--- src/rtl/y_defs.sv ---
// Shared constants for the y_* demux/buffer blocks.
// PORT_A/PORT_B give the meaning of the destination select bit.
package y_defs;

  localparam logic PORT_A = 1'b0;
  localparam logic PORT_B = 1'b1;

endpackage

--- src/rtl/y_fifo.sv ---
// Single-port-pair FIFO buffer: one writer (push), one reader (pop), power-of-two depth.
// Head word is presented on o_data; o_data reads 0 whenever the buffer is empty.
module y_fifo #(
  parameter int SIZE  = 2,
  parameter int DEPTH = 2
) (
  input  logic                       clk,
  input  logic                       rst,
  input  logic                       i_push,
  input  logic [SIZE-1:0]            i_data,
  input  logic                       i_pop,
  output logic                       o_valid,
  output logic [SIZE-1:0]            o_data,
  output logic [$clog2(DEPTH+1)-1:0] o_count,
  output logic                       o_full
);

  localparam int PW = $clog2(DEPTH);
  localparam int CW = $clog2(DEPTH + 1);

  logic [SIZE-1:0] r_mem [DEPTH];
  logic [PW-1:0]   r_wptr;
  logic [PW-1:0]   r_rptr;
  logic [CW-1:0]   r_count;

  logic w_full;
  logic w_empty;
  logic w_push;
  logic w_pop;

  assign w_full  = (r_count == CW'(DEPTH));
  assign w_empty = (r_count == '0);

  // A full buffer refuses a push even when it pops on the same edge; an
  // empty buffer cannot pop, so a fresh word always waits one cycle.
  assign w_push = i_push & ~w_full;
  assign w_pop  = i_pop & ~w_empty;

  always_ff @(posedge clk) begin
    if (rst) begin
      r_wptr  <= '0;
      r_rptr  <= '0;
      r_count <= '0;
    end else begin
      if (w_push) r_wptr <= r_wptr + PW'(1);
      if (w_pop)  r_rptr <= r_rptr + PW'(1);
      case ({w_push, w_pop})
        2'b10:   r_count <= r_count + CW'(1);
        2'b01:   r_count <= r_count - CW'(1);
        default: r_count <= r_count;
      endcase
    end
  end

  // Storage needs no reset: data is masked by the empty flag.
  always_ff @(posedge clk) begin
    if (!rst && w_push) r_mem[r_wptr] <= i_data;
  end

  assign o_valid = ~w_empty;
  assign o_data  = w_empty ? '0 : r_mem[r_rptr];
  assign o_count = r_count;
  assign o_full  = w_full;

endmodule

--- src/rtl/y_demux2_buf.sv ---
// 1-to-2 demultiplexer with an independent FIFO behind each output port.
// Top level only steers the input word and derives the input ready.
module y_demux2_buf
  import y_defs::*;
#(
  parameter int SIZE  = 2,
  parameter int DEPTH = 2
) (
  input  logic                       clk,
  input  logic                       rst,
  input  logic                       in_valid,
  output logic                       in_ready,
  input  logic [SIZE-1:0]            in_data,
  input  logic                       in_sel,
  output logic                       a_valid,
  input  logic                       a_ready,
  output logic [SIZE-1:0]            a_data,
  output logic [$clog2(DEPTH+1)-1:0] a_count,
  output logic                       b_valid,
  input  logic                       b_ready,
  output logic [SIZE-1:0]            b_data,
  output logic [$clog2(DEPTH+1)-1:0] b_count
);

  // Handshake: a word moves on a rising clk edge exactly when its valid and
  // ready are both 1; valid never waits on ready, and in_ready depends only
  // on in_sel and the selected buffer's fullness.

  logic w_a_full;
  logic w_b_full;
  logic w_fire;
  logic w_push_a;
  logic w_push_b;

  assign in_ready = (in_sel == PORT_B) ? ~w_b_full : ~w_a_full;
  assign w_fire   = in_valid & in_ready;
  assign w_push_a = w_fire & (in_sel == PORT_A);
  assign w_push_b = w_fire & (in_sel == PORT_B);

  y_fifo #(
    .SIZE  (SIZE),
    .DEPTH (DEPTH)
  ) u_fifo_a (
    .clk     (clk),
    .rst     (rst),
    .i_push  (w_push_a),
    .i_data  (in_data),
    .i_pop   (a_ready),
    .o_valid (a_valid),
    .o_data  (a_data),
    .o_count (a_count),
    .o_full  (w_a_full)
  );

  y_fifo #(
    .SIZE  (SIZE),
    .DEPTH (DEPTH)
  ) u_fifo_b (
    .clk     (clk),
    .rst     (rst),
    .i_push  (w_push_b),
    .i_data  (in_data),
    .i_pop   (b_ready),
    .o_valid (b_valid),
    .o_data  (b_data),
    .o_count (b_count),
    .o_full  (w_b_full)
  );

endmodule

--- config.mk ---
export PLATFORM = sky130hd
export DESIGN_NAME = y_demux2_buf
export DESIGN_NICKNAME = d
export VERILOG_FILES = /design/src/rtl/y_defs.sv /design/src/rtl/y_fifo.sv /design/src/rtl/y_demux2_buf.sv
export SDC_FILE = /design/constraint.sdc
export NUM_CORES = 1
export LEC_CHECK = 0
export CORE_MARGIN = 4
export CORE_UTILIZATION = 38
export DETAILED_ROUTE_END_ITERATION = 6
export PLACE_DENSITY_LB_ADDON = 0.3
export SETUP_SLACK_MARGIN = 0.3
export SLEW_MARGIN = 20
export SYNTH_ARGS = -nofsm -noshare
export SYNTH_HDL_FRONTEND = slang
export SYNTH_HIERARCHICAL = 1
export SYNTH_SLANG_ARGS = --single-unit
--- constraint.sdc ---
create_clock -name clk -period 4.5 [get_ports clk]
set_input_delay 0.45 -clock clk [delete_from_list [all_inputs] [get_ports clk]]
set_output_delay 0.45 -clock clk [all_outputs]
set_load 0.03 [all_outputs]
==> out/metrics.cfg <==
[global_route]
grt_pass1_vias = 541
met1_usage_pct = 14.0
grt-ovfl-total = 0
met2_usage_pct = 17.3
use_met3_pct = 2.25
grt_max_degree = 15
top_usage_layer = met2
grt_pass1_wl_mm = 2.30
antenna_found_initial = 0
grt_usage_pct = 11.6

[clock_tree]
cts_tree = yes
postCtsSetupRepairBufs = 0
path_clk_slew_ns = 0.09
cts-hold-fix-buffers = 0
ctsResizeCount = 0
cts_max_level = 1
cts-root-buf = clkbuf_4
numCtsBuffers = 3
clock_sinks = 18
clockBufferDepth = 2
insertion_delay_ns = 0.29

[pwr]
powerDensity_mw_per_mm2 = 580
p_leak_nw = 0.385
total_power_mw = 0.590
vdd.ir_drop.worst_mv = 0.287

[sta]
hold_violations = 0
finalSetupTns_ns = 0
setup-violations-final = 0
tightest_slew_ns = 0.509
finalCritPeriodShare_pct = 50.6
drv_slew = 0
layout_min_cycle_time_ns = 2.28
fin_skew_ns = 0.0102
max-slew-margin-rel_pct = 66.0
rsz0062_at_grt = false
fmaxAchievable_ghz = 0.439
finalWorstSetupSlack_ns = 2.22

[placed_design]
routabilityCongestion = 0.626
place_ws_ns = 2.22
io_buffers = 18
dp_hpwl_mm = 1.05

[yosys]
synth-async-reset-ratio_pct = 0
synth_edf_count = 8
avgSynthCellArea_um2 = 10.6
syn-cell-area_um2 = 777
ys_seq_elements = 18
ys_seq_area_share_pct = 56.7
synth_flop_cell = dfxtp_1
synth.distinct_cells = 16
synth_area_leader_cell = edfxtp_1
synth_common_cells = nor2_1, dfxtp_1, edfxtp_1
syn-num-nets = 83
synth_top_area_share_pct = 30.9
yosys-top-cells-area = edfxtp_1, dfxtp_1, mux2i_1
yosys_warnings = 6
syn_inst = 73
yosysMostFrequentCell = nor2_1

[detailed_routing]
vias = 582
drc_errors = 0
wl_mm = 1.41
drt.antenna.violating_nets = 0
wl_per_cell_um = 11.6
drt-pass1-iter-count = 4
avgViaCountPerCell = 4.77
drtIter0Drc = 12

[cells_and_area]
diodes = 0
fillers = 190
drive_gt1_share_pct = 3.16
multi_input_area_um2 = 314
syn_to_final_growth_pct = 30.9
register_area_um2 = 440
fin_nets = 106

[floorplan]
die_h_um = 53.2
core_mm2 = 0.00196
dieArea_mm2 = 0.00283
floorplan.initialDensity_pct = 39.6
num_rows = 16
ios = 19
die_x_um = 53.2

[worst_setup_path]
critical_path.slowest_cell = clkdlybuf4s50_1
path_cells = clkdlybuf4s50_1 -> mux2i_1 -> clkdlybuf4s50_1
required_ns = 4.05
endpoint_kind = output pin
criticalPathCategory = in -> out
startpoint_type = input port
cpPeakStageDelay_ns = 0.68
cpLargestDelayFamily = buffers and inverters
arrival_ns = 1.83
cp_common_cell = clkdlybuf4s50_1
cp.buffers_inverters = 2
cp_max_fo = 3

[worst_hold_path]
hold_path_class = reg -> reg

[flow_run]
cap_violations = 0

[run_status]
status = completed

per-layer routing:
metal,vias to the layer above,routed length (um)
met4,0,42
met2,16,639
met3,4,80
met5,-,0
met1,265,649
li1,297,-
where the power goes:
| group | internal (mW) | switching [mW] | leakage [nW] |
|---|---|---|---|
| Combinational | 0.122 | 0.153 | 0.215 |
| Clock | 0.0323 | 0.0488 | 0.0154 |
| Sequential | 0.203 | 0.0301 | 0.155 |
| Total | 0.357 | 0.232 | 0.385 |
per-stage QoR:
step / area, um^2 / utilization, % / hold WS, ns / std cells
after CTS: 1020 / 51.8 / 0.513 / 122
after floorplan: 777 / - / 0.461 / 73
after global placement: 991 / 50.5 / 0.475 / 118
after global routing: 1020 / 51.8 / 0.535 / 122
final: 1020 / 51.8 / 0.508 / 122
after detailed placement: 991 / 50.5 / 0.495 / 118
layout by cell type (no fill, tap or decap), types with 3 or more instances in the layout:
master	Yosys	routed
edfxtp_1	8	8
xor2_1	4	4
mux2i_1	5	5
nor3b_1	3	3
a21oi_1	4	4
clkbuf_4	0	3
or3_1	4	4
inv_1	6	6
nor2_1	12	12
o21ai_0	6	6
dfxtp_1	10	10
clkdlybuf4s50_1	0	18
worst paths after layout:
| check | cells past startpoint | from | to | slack [ns] |
|---|---|---|---|---|
| max | 3 | in_sel | in_ready | 2.22 |
| min | 2 | u_fifo_a/r_rptr$_SDFFE_PP0P_ | flip-flop | 0.51 |
| max reg2reg | 6 | u_fifo_a/o_count[0]$_SDFFE_PP0P_ | u_fifo_a/o_count[1]$_SDFFE_PP0P_ | 2.57 |
| min reg2reg | 2 | u_fifo_a/r_rptr$_SDFFE_PP0P_ | flip-flop | 0.51 |
cells by family after synthesis:
| kind of cell | after synthesis | share of synthesized area (%) |
|---|---|---|
| AOI/OAI and AO/OA | 10 | 6.44 |
| and+or+nand+nor | 26 | 17.6 |
| adders and majority gates | 2 | 3.22 |
| DFF | 18 | 56.7 |
| buffers and inverters | 6 | 2.90 |
| muxes | 5 | 6.44 |
| xor gates and xnor gates | 6 | 6.76 |
area by class of cell:
class | instances | area share (%)
flip-flops and latches | 18 | 43.3
multi-input cells | 49 | 30.9
repair buffers | 18 | 17.7
well taps | 27 | 3.32
clock buffers | 3 | 2.21
inverters | 6 | 2.21
clock inverters | 1 | 0.369
tightest hold or removal path, delay by kind of cell (launching register included):
| family | cells | cell delay (ns) |
|---|---|---|
| flops | 1 | 0.33 |
| simple gates | 1 | 0.07 |
| xor+xnor | 1 | 0.07 |
(Power assumes the default switching activity.)
